$ cat config.mk
export PLATFORM = sky130hd
export DESIGN_NAME = adc_scan_scheduler
export DESIGN_NICKNAME = d
export VERILOG_FILES = /design/src/rtl/adc_scan_scheduler.sv
export SDC_FILE = /design/constraint.sdc
export NUM_CORES = 1
export LEC_CHECK = 0
export ABC_AREA = 1
export CAP_MARGIN = 25
export CORE_MARGIN = 5
export CORE_UTILIZATION = 42
export DETAILED_ROUTE_END_ITERATION = 8
export HOLD_SLACK_MARGIN = 0.06
export PLACE_DENSITY_LB_ADDON = 0.3
export SLEW_MARGIN = 5
export SYNTH_ARGS = -nofsm -noshare
export SYNTH_HDL_FRONTEND = slang
export SYNTH_SLANG_ARGS = --single-unit
$ cat constraint.sdc
create_clock -name clk -period 1.9 [get_ports clk]
set_input_delay 0.475 -clock clk [delete_from_list [all_inputs] [get_ports clk]]
set_output_delay 0.475 -clock clk [all_outputs]
set_load 0.05 [all_outputs]
$ cat src/rtl/adc_scan_scheduler.sv
// rtl/adc_scan_scheduler.sv - 13-channel ADC scan sequencer over one internal and three external sources
// Optional abort of stalled conversions: define ADC_SCHED_TIMEOUT_EN.
module adc_scan_scheduler #(
    parameter int TIMEOUT_CYC = 65000,
    parameter int SCAN_GAP    = 1000
) (
    input  logic        clk,
    input  logic        rst,
    input  logic        scan_en,
    input  logic [3:0]  src_done,
    input  logic [47:0] src_data,
    output logic [3:0]  src_req,
    output logic [1:0]  src_ch,
    output logic [3:0]  res_ch,
    output logic [11:0] res_data,
    output logic        res_valid,
    output logic        res_timeout,
    output logic        scan_done,
    output logic [7:0]  timeout_cnt
);

    localparam int CNT_MAX = (TIMEOUT_CYC > SCAN_GAP) ? TIMEOUT_CYC : SCAN_GAP;
    localparam int CNT_W   = $clog2(CNT_MAX + 1);
    localparam logic [CNT_W-1:0] GAP_LAST = CNT_W'((SCAN_GAP > 0) ? SCAN_GAP - 1 : 0);

    localparam logic [2:0] S_IDLE  = 3'd0;
    localparam logic [2:0] S_ISSUE = 3'd1;
    localparam logic [2:0] S_WAIT  = 3'd2;
    localparam logic [2:0] S_STORE = 3'd3;
    localparam logic [2:0] S_GAP   = 3'd4;

    logic [2:0]       state;
    logic [3:0]       channel;
    logic [CNT_W-1:0] gap_cnt;
    logic [3:0]       ch_m1;
    logic [1:0]       cur_src;
    logic [1:0]       cur_sub;
    logic             done_hit;
    logic [11:0]      cur_data;

    // Channel 0 is the internal ADC; channels 1..12 fan out four per external ADC.
    always_comb begin
        ch_m1   = channel - 4'd1;
        cur_src = 2'd0;
        cur_sub = 2'd0;
        if (channel != 4'd0) begin
            cur_src = ch_m1[3:2] + 2'd1;
            cur_sub = ch_m1[1:0];
        end
        done_hit = src_done[cur_src];
        case (cur_src)
            2'd0:    cur_data = src_data[11:0];
            2'd1:    cur_data = src_data[23:12];
            2'd2:    cur_data = src_data[35:24];
            default: cur_data = src_data[47:36];
        endcase
    end

`ifdef ADC_SCHED_TIMEOUT_EN
    localparam logic [CNT_W-1:0] TO_LAST = CNT_W'((TIMEOUT_CYC > 0) ? TIMEOUT_CYC - 1 : 0);
    logic [CNT_W-1:0] wait_cnt;
`else
    assign res_timeout = 1'b0;
    assign timeout_cnt = 8'd0;
`endif

    always_ff @(posedge clk or posedge rst) begin
        if (rst) begin
            state     <= S_IDLE;
            channel   <= 4'd0;
            gap_cnt   <= '0;
            src_req   <= 4'd0;
            src_ch    <= 2'd0;
            res_ch    <= 4'd0;
            res_data  <= 12'd0;
            res_valid <= 1'b0;
            scan_done <= 1'b0;
`ifdef ADC_SCHED_TIMEOUT_EN
            wait_cnt    <= '0;
            res_timeout <= 1'b0;
            timeout_cnt <= 8'd0;
`endif
        end else begin
            res_valid <= 1'b0;
            scan_done <= 1'b0;
            case (state)
                S_IDLE: begin
                    if (scan_en) begin
                        channel <= 4'd0;
                        state   <= S_ISSUE;
                    end
                end
                S_ISSUE: begin
                    src_req <= 4'b0001 << cur_src;
                    src_ch  <= cur_sub;
`ifdef ADC_SCHED_TIMEOUT_EN
                    wait_cnt <= '0;
`endif
                    state   <= S_WAIT;
                end
                S_WAIT: begin
                    // A done landing on the expiry cycle wins over the abort.
                    if (done_hit) begin
                        src_req   <= 4'd0;
                        res_data  <= cur_data;
                        res_ch    <= channel;
                        res_valid <= 1'b1;
                        scan_done <= (channel == 4'd12);
`ifdef ADC_SCHED_TIMEOUT_EN
                        res_timeout <= 1'b0;
`endif
                        state     <= S_STORE;
                    end
`ifdef ADC_SCHED_TIMEOUT_EN
                    else if (wait_cnt == TO_LAST) begin
                        src_req     <= 4'd0;
                        res_data    <= 12'h000;
                        res_ch      <= channel;
                        res_valid   <= 1'b1;
                        scan_done   <= (channel == 4'd12);
                        res_timeout <= 1'b1;
                        if (timeout_cnt != 8'hFF)
                            timeout_cnt <= timeout_cnt + 8'd1;
                        state       <= S_STORE;
                    end else begin
                        wait_cnt <= wait_cnt + 1'b1;
                    end
`endif
                end
                S_STORE: begin
                    if (channel == 4'd12) begin
                        channel <= 4'd0;
                        gap_cnt <= '0;
                        state   <= S_GAP;
                    end else if (scan_en) begin
                        channel <= channel + 4'd1;
                        state   <= S_ISSUE;
                    end else begin
                        channel <= 4'd0;
                        state   <= S_IDLE;
                    end
                end
                S_GAP: begin
                    if (gap_cnt == GAP_LAST)
                        state <= scan_en ? S_ISSUE : S_IDLE;
                    else
                        gap_cnt <= gap_cnt + 1'b1;
                end
                default: state <= S_IDLE;
            endcase
        end
    end

endmodule
==> results of run 1 <==
routing by layer:
layer,vias to the layer above,track usage (%)
li1,1398,-
met1,1297,25.7
met2,90,32.9
met3,2,5.08
met4,0,3.30
met5,-,0
worst max-delay path by stage:
| stage | endpoint | slack, ps |
|---|---|---|
| after floorplan | res_data[0] | 80 |
| after global placement | channel[3] | 70 |
| after detailed placement | res_data[0] | -30 |
| after CTS | res_data[10] | 40 |
| after global routing | res_data[8] | 5 |
| final | res_ch[1] | 150 |
flip-flops by register name, summed over array words and instances (netlist names):
signal and cells:
res_valid 1, state 3, res_data 12, gap_cnt 16
src_req 4, channel 4, res_ch 4, src_ch 2
scan_done 1
where the power goes:
group          total, mW  internal [mW]  switching [mW]
Sequential          1.39           1.24           0.153
Combinational       3.57           1.24            2.33
Clock              0.616          0.263           0.353
Total               5.58           2.74            2.84
cell families after synthesis:
group | share of synthesized area, %
AND/OR/NAND/NOR | 36.9
buffers and inverters | 9.42
flip-flops | 42.8
AO/OA/AOI/OAI | 5.60
XOR/XNOR | 3.82
adder cells (fa/ha/maj) | 1.37
other | 0.136
per-stage QoR:
stage	worst slack, ps	std cells	power, mW
global placement	70.2	540	4.60
global route	4.91	551	5.98
floorplan	83.7	381	3.56
CTS	43.7	549	5.34
finish	146	551	5.58
detailed placement	-27.9	540	4.66
synthesized netlist by cell type, types with 5 or more instances:
cell type | count | area, um^2
inv_1 | 26 | 97.6
o22ai_1 | 5 | 31.3
dfrtp_1 | 47 | 1180
o21ai_0 | 15 | 75.1
a21oi_1 | 5 | 25.0
buf_2 | 7 | 35.0
nand4_1 | 20 | 125
xor2_1 | 12 | 105
inv_2 | 5 | 18.8
nor2_1 | 22 | 82.6
buf_4 | 9 | 67.6
nand2_1 | 128 | 480
nor3_1 | 10 | 50.1
nand3_1 | 37 | 185
what timing repair did:
| action | CTS | global route |
|---|---|---|
| setup buffers | 0 | 1 |
| resized for setup | 2 | 15 |
| cloned | 1 | 1 |
| hold buffers | 0 | 0 |
| pin swaps | 1 | 2 |
| setup endpoints to repair | 12 | 29 |
placed cells by master, fill, tap and decap left out:
cell	synthesis	routed
nand2_1	128	126
clkdlybuf4s50_1	0	54
dfrtp_1	47	47
buf_4	9	47
nand3_1	37	35
inv_1	26	24
nor2_1	22	22
nand4_1	20	20
o21ai_0	15	14
xor2_1	12	12
nor3_1	10	10
conb_1	1	9
inv_2	5	6
a21oi_1	5	5
o22ai_1	5	5
clkbuf_8	0	5
o21ai_1	3	4
nand2_4	2	3
nand3_2	2	3
or2_2	3	3
nand2_2	1	2
nand2_8	0	2
ha_1	3	2
clkinv_4	0	2
buf_12	0	2
nor2_2	1	1
inv_4	1	1
nand3_4	0	1
clkinv_8	0	1
nor2_4	1	1
or2_0	1	1
clkinv_1	1	1
o31ai_1	1	1
ha_4	0	1
clkinvlp_4	0	1
cell type report:
class,count,area share (%)
clock buffer,5,1.78
timing repair buffer,103,24.2
sequential,47,30.4
inverter,33,3.59
tap,77,2.49
clock inverter,3,0.648
multi-input combinational,283,36.9
worst register-to-register path, cell delays in order (launching register included):
cell     delay, ps
dfrtp_1        390
buf_4          140
nor2_2         140
nand2_1         80
nand2_1        150
nand3_2        110
nand2_1        120
nand3_2        100
nand2_4        160
nand2_8        100
nand2_1         90
o21ai_1         70
==> flow_summary.json, run 1 <==
{
  "status": "finished clean",
  "rr_startpoint": "channel[1]",
  "finalHoldViolCount": 0,
  "nets": 531,
  "cp_slowest_stage_delay_ps": 390,
  "critical-path-top-delay-family": "simple AND/OR/NAND/NOR gates",
  "cp_cell_sequence": "buf_4 -> nor2_2 -> nand2_1 -> nand2_1 -> nand3_2 -> nand2_1 -> nand3_2 -> nand2_4 -> nand2_8 -> nand2_1 -> o21ai_1",
  "synthToLayoutAreaGrowth_pct": 40.5,
  "whs_endpoint": "res_data[2]",
  "drc": 0,
  "synth_enable_flop_cells": 0,
  "period_minus_slack_ps": 1750,
  "ff2ff_setup_slack_ps": 150,
  "clk_transition_reported_paths_ps": 100,
  "route.met2.wl_um": 3960,
  "final_cell_area_um2": 3860,
  "cts_buffers": 5,
  "multi_input_area_um2": 1430,
  "dr.first_iter.drc_count": 119,
  "startpoint_type": "register",
  "rsz0062_at_grt": "no",
  "hold_path_class": "register to register",
  "place_congestion": 0.880,
  "clk_path_buf_depth": 2,
  "clock-sinks": 47,
  "synth-seq-cells": 47,
  "ys_seq_area_share_pct": 42.8,
  "max_freq_mhz": 570,
  "drt_wl_total_um": 8060,
  "synth_cell_types": 29,
  "wl_met3_um": 544,
  "timing.final.crit_share_pct": 92.3,
  "grt_util_all_layers_pct": 19.5,
  "top_layer": "met4",
  "netlist_instances": 373,
  "synth-main-ff-cell": "dfrtp_1",
  "fp-row-count": 29,
  "rr_endpoint": "res_ch[1]",
  "critPathBufInv": 1,
  "vias": 2787,
  "drt.antenna.violating_nets": 0,
  "crit_cells": 11,
  "antennaDiodeCount": 0,
  "ys_warn_count": 0,
  "die_x_um": 90.9,
  "viasPerCell": 5.06,
  "grt_first_pass_wirelength_um": 13500,
  "max-vdd-ir-drop_v": 0.00101,
  "dieArea_um2": 8270,
  "tritoncts": "done",
  "fill_cells": 568,
  "endpoint_kind": "register",
  "fin_tns_setup_ps": 0,
  "avgSynthCellArea_um2": 7.37,
  "crit_arrival_ps": 1940,
  "first_pass_iters": 4,
  "power.density_nw_per_um2": 1440,
  "regArea_um2": 1180,
  "grt_antenna_before_repair": 0,
  "crit_path_start": "channel[1]",
  "p_leak_nw": 1.82,
  "synth_area_um2": 2750,
  "holdPathStages": 2,
  "fp.dieH_um": 90.9,
  "skew_ps": 10.5,
  "port_buffers": 78,
  "holdCritStartpoint": "res_data[2]",
  "grt_pass1_vias": 2699,
  "worstSkewPairLatency_ps": 300,
  "critPathRequiredTime_ps": 2090,
  "utilization_pct": 60.8,
  "critical_path_class": "register to register",
  "place_area_um2": 3670,
  "drt-met1-wl_um": 3520,
  "grt_max_degree": 48,
  "synthArstFlopShare_pct": 100,
  "critical-path-slowest-cell": "dfrtp_1",
  "dpl.hpwl_um": 6090,
  "grt_overflow": 0,
  "r2r_cells": 11,
  "post_drt_wl_per_cell_um": 14.6,
  "initial_core_util_pct": 43.3,
  "cts-htree-levels": 2,
  "drive_gt1_share_pct": 17.3,
  "maxCapViolations": 0,
  "crit_top_cell": "nand2_1",
  "cts_root_buf": "clkbuf_8",
  "worstPathMaxFanout": 7,
  "coreArea_um2": 6350,
  "setup-violations-final": 0,
  "finalMaxSlewViolations": 0,
  "holdWs_ps": 493,
  "pin_count": 88
}
Note: power is estimated with default switching activity, not from simulation.
==> run 2, diff against run 1 <==
--- a/config.mk
+++ b/config.mk
@@ -9,9 +9,11 @@
 export CAP_MARGIN = 25
 export CORE_MARGIN = 5
 export CORE_UTILIZATION = 42
+export CTS_CLUSTER_SIZE = 20
 export DETAILED_ROUTE_END_ITERATION = 8
 export HOLD_SLACK_MARGIN = 0.06
 export PLACE_DENSITY_LB_ADDON = 0.3
+export REMOVE_ABC_BUFFERS = 1
 export SLEW_MARGIN = 5
 export SYNTH_ARGS = -nofsm -noshare
 export SYNTH_HDL_FRONTEND = slang
==> flow_summary.json, run 2 (synthesis results as in run 1) <==
{
  "status": "finished clean",
  "fin_tns_setup_ps": 0,
  "ff2ff_setup_slack_ps": 130,
  "pre_cts_ws_ps": -54.8,
  "r2r_cells": 11,
  "synthToLayoutAreaGrowth_pct": 40.5,
  "antennaDiodeCount": 0,
  "p_leak_nw": 1.83,
  "grt_max_degree": 48,
  "hold_path_class": "register to register",
  "grt_util_all_layers_pct": 18.5,
  "drc": 0,
  "final_common_cell": "nand2_1",
  "power.density_nw_per_um2": 1470,
  "vias": 2763,
  "viasPerCell": 5.04,
  "whs_endpoint": "res_data[7]",
  "final_cell_mix": "nand2_1, clkdlybuf4s50_1, dfrtp_1",
  "period_minus_slack_ps": 1770,
  "drive_gt1_share_pct": 16.6,
  "initial_core_util_pct": 43.3,
  "utilization_pct": 60.8,
  "hold_buffers": 0,
  "grt_first_pass_wirelength_um": 12800,
  "timing.final.crit_share_pct": 93.1,
  "post_drt_wl_per_cell_um": 14.3,
  "setup-violations-final": 0,
  "nets": 528,
  "finalMaxSlewViolations": 0,
  "grt_pass1_vias": 2635,
  "startpoint_type": "register",
  "grt_antenna_before_repair": 0,
  "largest_reg_flops": 16,
  "dieArea_um2": 8270,
  "worstSkewPairLatency_ps": 310,
  "rsz0062_at_grt": "yes",
  "drt_wl_total_um": 7820,
  "max_freq_mhz": 566,
  "setup_slack_ps": 132,
  "clk_path_buf_depth": 2,
  "pin_count": 88,
  "rr_startpoint": "channel[1]",
  "dpl.hpwl_um": 5720,
  "cts_buffers": 5,
  "clk_transition_reported_paths_ps": 90,
  "die_x_um": 90.9,
  "endpoint_kind": "register",
  "first_pass_iters": 4,
  "cts_root_buf": "clkbuf_8",
  "critPathRequiredTime_ps": 2100,
  "rr_endpoint": "res_data[9]",
  "post-cts-setup-buffers": 0,
  "crit_arrival_ps": 1960,
  "skew_ps": 12.4,
  "fp.dieH_um": 90.9,
  "dr.first_iter.drc_count": 146,
  "fp-row-count": 29,
  "holdPathStages": 2,
  "worstPathMaxFanout": 13,
  "top_regs": "gap_cnt: 16 flops, res_data: 12 flops",
  "place_congestion": 0.901,
  "finalHoldViolCount": 0,
  "cts-htree-levels": 2,
  "clock-sinks": 47,
  "critical_path_class": "register to register",
  "drt.antenna.violating_nets": 0,
  "coreArea_um2": 6350,
  "max-vdd-ir-drop_v": 0.000867,
  "holdCritStartpoint": "res_data[7]",
  "maxCapViolations": 0,
  "port_buffers": 78,
  "grt_overflow": 0,
  "tritoncts": "done",
  "largest_register": "gap_cnt"
}
-- run 2: area by class of cell --
| type | count | area, um^2 |
|---|---|---|
| repair buffers | 100 | 911 |
| clock inverters | 2 | 60.1 |
| clock buffers | 6 | 72.6 |
| fillers | 567 | 2490 |
| inverters | 33 | 136 |
| well taps | 77 | 96.3 |
| flip-flops and latches | 47 | 1180 |
| multi-input cells | 283 | 1410 |
-- run 2: stage by stage --
stage                     hold WS (ps)  cell area (um^2)  std cells  power [mW]
after global routing               510              3860        548        6.08
after floorplan                    503              2650        361        3.43
after CTS                          488              3800        546        5.51
after global placement             465              3650        538        4.52
after detailed placement           467              3650        538        4.58
final                              488              3860        548        5.67
-- run 2: worst max-delay path by stage --
stage / startpoint / slack [ps] / to
finish: channel[1] / 130 / res_data[9]
global route: channel[1] / -10 / res_data[10]
CTS: channel[0] / 3 / res_data[2]
detailed placement: channel[0] / -50 / res_data[2]
global placement: channel[1] / 90 / res_data[7]
floorplan: channel[0] / 30 / res_data[0]
-- run 2: per-layer routing --
layer,GRT usage [%],wire (um)
met1,25.4,3650
met2,29.2,3570
met3,4.67,512
met4,4.77,80
met5,0,0
-- run 2: critical path: stages, from the launching register on --
cell and delay [ps]:
dfrtp_1 390, buf_4 140, nor2_2 170, nand2_1 110, nand2_2 110, nand3_2 90, nand2_1 110, nand3_2 110
nand2_4 140, nand2_4 130, nand2_1 90, nand2_1 50
-- run 2: power by group --
part | internal, mW | leakage [nW] | switching, mW
Combinational | 1.15 | 1.14 | 2.24
Clock | 0.526 | 0.0654 | 0.343
Sequential | 1.24 | 0.628 | 0.165
-- run 2: what timing repair did --
item                                   4_1_cts  5_1_grt
resized for setup                            3       10
setup endpoints to repair                   12       24
cloned                                       0        2
endpoints found under the hold margin        0        0
pin swaps                                    0        2
